<file path="src/rtl/bus_dma.sv">
// bus_dma: single-channel word DMA (copy, or fill when BUS_DMA_FILL_EN is defined) on a strobe/ack bus
module bus_dma #(
  parameter int LEN_W = 16
) (
  input  logic             clk,
  input  logic             rst_ni,
  input  logic             start_i,
  input  logic [31:0]      src_i,
  input  logic [31:0]      dst_i,
  input  logic [LEN_W-1:0] len_i,
  input  logic             fill_i,
  input  logic [31:0]      fill_data_i,
  output logic             busy_o,
  output logic             done_o,
  output logic             stb_o,
  output logic             we_o,
  output logic [31:0]      adr_o,
  output logic [3:0]       sel_o,
  output logic [31:0]      dat_o,
  input  logic [31:0]      dat_i,
  input  logic             ack_i
);
  typedef enum logic [2:0] {IDLE, RD, RDCAP, WR, FIN} state_t;
  state_t state, next;
  logic [31:0] src, dst, buff;
  logic [LEN_W-1:0] cnt;
  logic fill, fill_start, unused;
`ifdef BUS_DMA_FILL_EN
  assign fill_start = fill_i;
  assign unused = ^{src_i[1:0], dst_i[1:0]};
`else
  assign fill_start = 1'b0;
  assign unused = ^{src_i[1:0], dst_i[1:0], fill_i};
`endif
  // state register
  always_ff @(posedge clk)
    state <= !rst_ni ? IDLE : next;
  // next-state: word loop RD -> RDCAP -> WR, or WR alone when filling
  always_comb begin
    next = state;
    case (state)
      IDLE:    if (start_i) next = (len_i == '0) ? FIN : fill_start ? WR : RD;
      RD:      if (ack_i) next = RDCAP;
      RDCAP:   next = WR;
      WR:      if (ack_i) next = (cnt == LEN_W'(1)) ? FIN : fill ? WR : RD;
      FIN:     next = IDLE;
      default: next = IDLE;
    endcase
  end
  // bus outputs are pure state decodes, so they stay frozen through wait states
  always_comb begin
    stb_o  = state == RD || state == WR;
    we_o   = state == WR;
    adr_o  = state == RD ? src : state == WR ? dst : '0;
    sel_o  = (state == RD || state == WR) ? 4'hF : 4'h0;
    dat_o  = state == WR ? buff : '0;
    busy_o = state != IDLE;
    done_o = state == FIN;
  end
  // address, count and data buffer; the fill pattern is preloaded into the buffer at start
  always_ff @(posedge clk)
    if (!rst_ni) begin
      src  <= '0;
      dst  <= '0;
      cnt  <= '0;
      fill <= 1'b0;
      buff <= '0;
    end else if (state == IDLE && start_i) begin
      src  <= {src_i[31:2], 2'b00};
      dst  <= {dst_i[31:2], 2'b00};
      cnt  <= len_i;
      fill <= fill_start;
      buff <= fill_data_i;
    end else if (state == RDCAP) begin
      buff <= dat_i;
    end else if (state == WR && ack_i) begin
      src <= src + 32'd4;
      dst <= dst + 32'd4;
      cnt <= cnt - LEN_W'(1);
    end
endmodule

</file>
<file path="config.mk">
export PLATFORM = sky130hd
export DESIGN_NAME = bus_dma
export DESIGN_NICKNAME = d
export VERILOG_FILES = /design/src/rtl/bus_dma.sv
export SDC_FILE = /design/constraint.sdc
export NUM_CORES = 1
export LEC_CHECK = 0
export ABC_AREA = 1
export CELL_PAD_IN_SITES_DETAIL_PLACEMENT = 2
export CELL_PAD_IN_SITES_GLOBAL_PLACEMENT = 2
export CORE_MARGIN = 2
export CORE_UTILIZATION = 26
export DETAILED_ROUTE_END_ITERATION = 8
export GPL_ROUTABILITY_DRIVEN = 1
export MAX_ROUTING_LAYER = met4
export PLACE_DENSITY_LB_ADDON = 0.1
export SYNTH_ARGS = -nofsm -noshare
export SYNTH_HDL_FRONTEND = slang
export SYNTH_SLANG_ARGS = --single-unit
</file>
<file path="constraint.sdc">
create_clock -name clk -period 4.6 [get_ports clk]
set_input_delay 0.69 -clock clk [delete_from_list [all_inputs] [get_ports clk]]
set_output_delay 0.69 -clock clk [all_outputs]
set_load 0.01 [all_outputs]
</file>
==> impl_metrics.tcl, run 1 <==
set metrics [dict create \
    clock_path_buffers 2 \
    die_y_um 175.2 \
    vias 9382 \
    syn_inst 1333 \
    post_cts_buffers 0 \
    clock_insertion_delay_worst_skew_ns 0.37 \
    antenna_found_initial 2 \
    cts.hold.buffers_added 0 \
    hold_ws_ns 0.4793 \
    finalCritPeriodShare_pct 78.73 \
    port-buffer-count 213 \
    synth_ff_type "dfxtp_1" \
    synth_cell_types 36 \
    ios 221 \
    finalSetupViolCount 0 \
    viasPerCell 4.954 \
    drt_iter0_markers 426 \
    drtAntennaViolNets 0 \
    synth-async-reset-ratio_pct 0 \
    critPathLaunchType "register" \
    synth_top_family_by_area "simple AND/OR/NAND/NOR gates" \
    grt_overflow 0 \
    slew_viol_final 0 \
    wl_per_cell_um 18.52 \
    synthMuxAreaShare_pct 0 \
    grt_pass1_wl_mm 55.84 \
    synthesis.area_um2 7622 \
    die_area_um2 30700 \
    drc 0 \
    clock_skew_ns 0.01470 \
    cp_max_fo 24 \
    gp_congestion 0.7909 \
    holdPathStages 2 \
    start_util_pct 26.48 \
    synthAdderAreaFrac_pct 0.6566 \
    report.final.hold_viol_count 0 \
    tightest_slew_ns 1.162 \
    yosys_warnings 0 \
    final.min_clock_period_ns 3.622 \
    nets 1656 \
    die_w_um 175.2 \
    area_growth_pct 35.34 \
    cts.sinks 111 \
    worstSetupPathType "reg -> out" \
    critPathArrivalTime_ns 2.93 \
    grt_max_degree 89 \
    cts-resized-gates 0 \
    slew-limit-headroom_pct 22.43 \
    end_kind "primary output" \
    final_common_cell "nand2_1" \
    core_um2 28780 \
    cts_tree "done" \
    maxCapViolations 0 \
    synth-edff-count 0 \
    rsz0062_at_grt "false" \
    tns_ns 0 \
    synth-seq-cells 111 \
    avgSynthCellArea_um2 5.718 \
    power_uw 3444 \
    clk_pin_slew_ns 0.09 \
    grt_pass1_vias 9973 \
    postLayoutCoreUtil_pct 35.84 \
    htree_levels 3 \
    status "completed" \
    cp.required_ns 3.91 \
    clock_tree.root_cell "clkbuf_16" \
    r2r_cells 9 \
    rows 62 \
    seq_area_frac_synth_pct 29.15 \
    totalWireLength_mm 35.07 \
    hp-class "reg -> reg" \
    fmax_mhz 276.1 \
    dpl.hpwl_mm 26.81 \
    worst_ir_drop_vdd_mv 0.2637 \
    cts_inserted_buffers 9 \
    p_leak_uw 0.003715 \
    synth-compound-area-share_pct 18.35 \
    synth-simple-area-share_pct 39.54 \
    final_cell_mix "nand2_1, clkdlybuf4s50_1, nor2_1" \
    p_per_area_nw_per_um2 333.9 \
    track_usage_pct 23.64 \
    drive_gt1_share_pct 3.316 \
    synth_xor_area_share_pct 0.5745 \
    dr.pass1.iters 4 \
]
metal layers:
metal	track usage, %	vias to the layer above	share of wire, %
met3	2.763	31	3.3
li1	-	4610	-
met4	5.556	0	1.9
met2	40.31	146	49
met1	29.82	4595	46
met5	-	-	0
flip-flops by register name, indices dropped and copies added, names as in the netlist:
name   count
buff      32
dst       30
src       30
cnt       16
state      3
logic make-up after synthesis:
logic type,Yosys count
other,1
buffers and inverters,217
adder cells (fa/ha/maj),4
XOR/XNOR,5
flip-flops,111
AND/OR/NAND/NOR,743
AO/OA/AOI/OAI,252
layout make-up:
class,count,area [µm²]
sequential,111,2222
multi-input combinational,1006,4522
fill,3624,18460
inverter,150,563.0
clock inverter,7,63.81
antenna,2,5.005
timing repair buffer,225,2235
tap,384,480.5
clock buffer,9,225.2
metrics by stage:
stage / instances / area [µm²] / setup WS, ns
3_5_place_dp: 1876 / 10020 / 1.330
2_1_floorplan: 1334 / 7626 / 2.532
6_report: 1894 / 10320 / 0.9782
3_3_place_gp: 1876 / 10020 / 1.407
5_1_grt: 1894 / 10320 / 0.7441
4_1_cts: 1892 / 10310 / 0.9160
synth_stat cells, types with 9 or more instances:
| master | count | share of area, % |
|---|---|---|
| o21ai_0 | 77 | 5.1 |
| nor2_1 | 173 | 8.5 |
| buf_4 | 9 | 0.89 |
| o21bai_1 | 10 | 0.98 |
| nand3_1 | 86 | 5.6 |
| nand4_1 | 12 | 0.98 |
| clkbuf_1 | 25 | 1.2 |
| a21oi_1 | 72 | 4.7 |
| o22ai_1 | 24 | 2.0 |
| a31oi_1 | 38 | 3.1 |
| buf_2 | 32 | 2.1 |
| o21ai_1 | 18 | 1.2 |
| inv_1 | 145 | 7.1 |
| dfxtp_1 | 111 | 29 |
| nand2_1 | 443 | 22 |
power breakdown:
part | internal (µW) | switching (µW) | total (µW) | leakage [µW]
clock | 382 | 446 | 828 | 0.000136
sequential | 1110 | 160 | 1270 | 0.000910
combinational | 506 | 842 | 1350 | 0.00267
total | 2000 | 1450 | 3440 | 0.00372
final timing paths:
path	from	to	slack (ns)
worst min-delay path	buff[10]$_SDFFE_PN0P_	buff[10]$_SDFFE_PN0P_	0.48
worst max register to register	state[2]$_SDFFE_PN0P_	cnt[1]$_SDFFE_PN0P_	2.08
worst min register to register	buff[10]$_SDFFE_PN0P_	buff[10]$_SDFFE_PN0P_	0.48
worst max-delay path	state[0]$_SDFFE_PN0P_	adr_o[9]	0.98
worst max-delay path: stages, from the launching register on:
cell and delay, ns:
dfxtp_1 0.38, inv_1 0.12, nor3_2 0.44, inv_1 0.53, o21ai_0 0.48, clkdlybuf4s50_1 0.62
No activity file was read; power rests on OpenSTA's default activity.
==> run 2, diff against run 1 <==
Settings changed: CORE_UTILIZATION 26 to 22.
Clock period 4.6 ns to 3.2 ns, I/O delays scaled along.
==> run 2 against run 1 <==
  * Register-to-register slack lost 1.1 ns
  * Flip-flop and latch count is the same
  * Routed wire length increased by 2.9%
  * Die area increased by 18%
  * Clock skew decreased by 0.0047 ns
  * Non-clock buffer count increased by 5
  * Critical path type unchanged
  * Largest power group unchanged
==> impl_metrics.tcl, run 2 (synthesis gave the netlist of run 1 again) <==
set metrics [dict create \
    final_common_cell "nand2_1" \
    p_per_area_nw_per_um2 480.0 \
    ios 221 \
    grt_pass1_vias 9794 \
    gp_congestion 0.8249 \
    track_usage_pct 20.48 \
    p_leak_uw 0.003765 \
    maxCapViolations 0 \
    totalWireLength_mm 36.09 \
    critPathArrivalTime_ns 2.48 \
    post_cts_buffers 0 \
    clock_skew_ns 0.01004 \
    cts_inserted_buffers 9 \
    status "completed" \
    dr.pass1.iters 5 \
    final.min_clock_period_ns 2.964 \
    final_cell_mix "nand2_1, clkdlybuf4s50_1, nor2_1" \
    setup_slack_ns 0.2360 \
    die_w_um 190.1 \
    critPathLaunchType "register" \
    reg2reg_slack_ns 1.03 \
    wl_per_cell_um 18.34 \
    clk_pin_slew_ns 0.08 \
    port-buffer-count 213 \
    dpl.hpwl_mm 27.65 \
    rr_endpoint "src[12]$_SDFFE_PN0P_" \
    finalSetupViolCount 0 \
    largest_reg_flops 32 \
    hp-class "reg -> reg" \
    rsz0062_at_grt "false" \
    grt_max_degree 52 \
    die_area_um2 36150 \
    worst_ir_drop_vdd_mv 0.3019 \
    tns_ns 0 \
    end_kind "primary output" \
    slew_viol_final 0 \
    antenna_found_initial 0 \
    tightest_slew_ns 0.7677 \
    nets 1661 \
    rows 68 \
    hold_ws_ns 0.4845 \
    viasPerCell 4.693 \
    holdPathStages 2 \
    drive_gt1_share_pct 3.569 \
    cp_max_fo 24 \
    drt_iter0_markers 332 \
    drtAntennaViolNets 0 \
    start_util_pct 22.23 \
    worstHoldStart "buff[23]$_SDFFE_PN0P_" \
    cp.required_ns 2.72 \
    cts.sinks 111 \
    grt_pass1_wl_mm 55.78 \
    r2r_cells 8 \
    cts-resized-gates 0 \
    place_ws_ns 0.5875 \
    largest-register "buff" \
    hold_end "buff[23]$_SDFFE_PN0P_" \
    cts.hold.buffers_added 0 \
    die_y_um 190.1 \
    num_antenna_cells 0 \
    clock_insertion_delay_worst_skew_ns 0.37 \
    finalCritPeriodShare_pct 92.63 \
    htree_levels 3 \
    slew-limit-headroom_pct 48.76 \
    clock_path_buffers 2 \
    area_growth_pct 37.90 \
    drc 0 \
    cts_tree "done" \
    report.final.hold_viol_count 0 \
    worstSetupPathType "reg -> out" \
    clock_tree.root_cell "clkbuf_16" \
    r2r-start "state[1]$_SDFFE_PN0P_" \
    fmax_mhz 337.4 \
    vias 9236 \
    grt_overflow 0 \
    core_um2 34290 \
    postLayoutCoreUtil_pct 30.66 \
    reg.largest.list "buff (32), dst (30), src (30)" \
]
## run 2: where the power goes
| part | switching (µW) | leakage [µW] | internal (µW) |
|---|---|---|---|
| Combinational | 1220 | 0.00272 | 763 |
| Sequential | 231 | 0.000910 | 1590 |
| Clock | 604 | 0.000138 | 631 |
## run 2: worst max-delay path by stage
stage / startpoint / end / slack, ns
floorplan: state[2]$_SDFFE_PN0P_ / dat_o[10] / 1.34
global placement: start_i / cnt[8]$_SDFFE_PN0P_ / 0.62
detailed placement: state[0]$_SDFFE_PN0P_ / adr_o[9] / 0.59
CTS: state[0]$_SDFFE_PN0P_ / adr_o[9] / 0.17
global route: state[0]$_SDFFE_PN0P_ / adr_o[9] / 0.03
finish: state[0]$_SDFFE_PN0P_ / adr_o[9] / 0.24
## run 2: critical path, stage by stage (launching register included)
cell and delay, ns:
dfxtp_1 0.37, inv_1 0.11, nor3_2 0.15, inv_1 0.37
o21ai_0 0.50, clkdlybuf4s50_1 0.62
## run 2: metrics by stage
| step | power (µW) | instance area [µm²] | std cells |
|---|---|---|---|
| 6_report | 5046 | 10510 | 1968 |
| 3_5_place_dp | 3880 | 10210 | 1952 |
| 3_3_place_gp | 3821 | 10210 | 1952 |
| 2_1_floorplan | 3034 | 7626 | 1334 |
| 5_1_grt | 5475 | 10510 | 1968 |
| 4_1_cts | 5153 | 10510 | 1968 |
## run 2: metal layers
metal	wire (µm)	track usage (%)
met5	0	-
met4	674	4.919
met3	862	2.103
met2	17720	35.13
met1	16830	25.81
## run 2: cell type report
type                    instances  area [µm²]
clock buffers                  11       242.7
clock inverters                 5       57.56
fillers                      4185       23780
inverters                     150       563.0
multi-input cells            1006        4522
flip-flops and latches        111        2222
well taps                     455       569.3
repair buffers                230        2335
==> run 3, diff against run 2 <==
Settings changed: CELL_PAD_IN_SITES_DETAIL_PLACEMENT 2 to not set, CELL_PAD_IN_SITES_GLOBAL_PLACEMENT 2 to not set, CORE_UTILIZATION 22 to 30, PLACE_DENSITY_LB_ADDON 0.1 to not set.
==> run 3 against run 2 <==
  * Global-route usage is 1.1 points higher
  * Utilization is 10 points higher
  * Via count is 3.4% lower
  * Clock power is 7% lower
  * Sequential power hardly changed
  * Fmax is 2.0% lower
  * Routed wire length is 21% lower
==> impl_metrics.tcl, run 3 (synthesis gave the netlist of run 1 again) <==
set metrics [dict create \
    clock_insertion_delay_worst_skew_ns 0.36 \
    rr_endpoint "dst[19]$_SDFFE_PN0P_" \
    drc 0 \
    postPlaceCellArea_um2 10010 \
    r2r-start "state[2]$_SDFFE_PN0P_" \
    fillers 2732 \
    viasPerCell 4.842 \
    die_area_um2 26700 \
    ios 221 \
    worstSetupPathType "reg -> out" \
    p_per_area_nw_per_um2 469.2 \
    gp_congestion 0.9095 \
    finalCritPeriodShare_pct 94.49 \
    cts_inserted_buffers 9 \
    track_usage_pct 21.54 \
    die_w_um 163.4 \
    drtAntennaViolNets 0 \
    antenna_found_initial 0 \
    drt_iter0_markers 547 \
    worstSetupStartpoint "state[0]$_SDFFE_PN0P_" \
    cp.required_ns 2.72 \
    seq_area_um2 2222 \
    port-buffer-count 213 \
    final.min_clock_period_ns 3.024 \
    fmax_mhz 330.7 \
    layout.cells.non_filler 1843 \
    cp_common_cell "inv_1" \
    cts-resized-gates 0 \
    hp-class "reg -> reg" \
    totalWireLength_mm 28.43 \
    reg.largest.list "buff (32), dst (30), src (30)" \
    cts.hold.buffers_added 0 \
    nets 1660 \
    cp_max_fo 24 \
    area_growth_pct 35.06 \
    critPathArrivalTime_ns 2.54 \
    final_common_cell "nand2_1" \
    worst_ir_drop_vdd_mv 0.2459 \
    slew_viol_final 0 \
    crit_slowest_cell "clkdlybuf4s50_1" \
    core_um2 25040 \
    clock_skew_ns 0.01147 \
    report.final.hold_viol_count 0 \
    dr.pass1.iters 5 \
    dpl.cell_count 1826 \
    p_leak_uw 0.003745 \
    end_kind "primary output" \
    cts.sinks 111 \
    grt_pass1_wl_mm 44.02 \
    clock_path_buffers 2 \
    htree_levels 3 \
    path_cells "inv_1 > nor3_2 > buf_4 > inv_1 > o21ai_0 > clkdlybuf4s50_1" \
    critPathLaunchType "register" \
    grt_max_degree 89 \
    setup.worst_path.end "adr_o[9]" \
    maxCapViolations 0 \
    vias 8924 \
    clk_pin_slew_ns 0.09 \
    tns_ns 0 \
    post_cts_buffers 0 \
    reg2reg_slack_ns 1.02 \
    final_cell_mix "nand2_1, clkdlybuf4s50_1, nor2_1" \
    r2r_cells 10 \
    place_ws_ns 0.5605 \
    postLayoutCoreUtil_pct 41.12 \
    largest_reg_flops 32 \
    tightest_slew_ns 0.7443 \
    slew-limit-headroom_pct 50.32 \
    setup_slack_ns 0.1763 \
    stdcell_area_um2 10290 \
    wl_per_cell_um 15.43 \
    dpl.hpwl_mm 21.38 \
    multi_input_area_um2 4522 \
    rows 58 \
    status "completed" \
    grt_overflow 0 \
    largest-register "buff" \
    start_util_pct 30.44 \
    cts_tree "done" \
    drive_gt1_share_pct 3.571 \
    finalSetupViolCount 0 \
    rsz0062_at_grt "false" \
    die_y_um 163.4 \
    grt_pass1_vias 8243 \
    max_stage_delay_ns 0.61 \
    clock_tree.root_cell "clkbuf_16" \
]
-- run 3: metal layers --
metal	up-vias	GRT usage, %	part of all wire, %
met4	0	8.206	3.0
met5	-	-	0
li1	4625	-	-
met2	219	35.46	48
met3	43	2.031	3.9
met1	4037	27.34	45
-- run 3: stage by stage --
step                      hold WS [ns]  total power (µW)
after floorplan                 0.4522              3034
after global placement          0.4643              3689
after detailed placement        0.4692              3706
after CTS                       0.4824              4857
after global routing            0.4974              5185
final                           0.4817              4830
-- run 3: critical path: cells and delay by family (launching register included) --
kind | cells | cell delay [ns]
buffers and inverters | 4 | 1.24
AO/OA/AOI/OAI | 1 | 0.45
flip-flops | 1 | 0.37
AND/OR/NAND/NOR | 1 | 0.11
-- run 3: worst min path at each step --
stage	startpoint	endpoint	slack, ns	cells after the start
2_1_floorplan	cnt[10]$_SDFFE_PN0P_	cnt[10]$_SDFFE_PN0P_	0.45	2
3_3_place_gp	buff[8]$_SDFFE_PN0P_	buff[8]$_SDFFE_PN0P_	0.46	2
3_5_place_dp	buff[24]$_SDFFE_PN0P_	buff[24]$_SDFFE_PN0P_	0.47	2
4_1_cts	buff[17]$_SDFFE_PN0P_	buff[17]$_SDFFE_PN0P_	0.48	2
5_1_grt	buff[9]$_SDFFE_PN0P_	buff[9]$_SDFFE_PN0P_	0.50	2
6_report	buff[0]$_SDFFE_PN0P_	buff[0]$_SDFFE_PN0P_	0.48	2
-- run 3: cell type report --
type	count	area share, %
Antenna cell	1	0.02431
Clock buffer	10	2.321
Clock inverter	6	0.4254
Inverter	150	5.469
Multi-Input combinational cell	1006	43.92
Sequential cell	111	21.58
Tap cell	330	4.011
Timing Repair Buffer	229	22.24
-- run 3: report_power, final --
part | leakage [µW] | switching (µW) | total (µW) | internal (µW)
Combinational | 0.00270 | 1130 | 1870 | 745
Sequential | 0.000910 | 214 | 1810 | 1590
Clock | 0.000139 | 591 | 1150 | 557
Total | 0.00375 | 1930 | 4830 | 2900
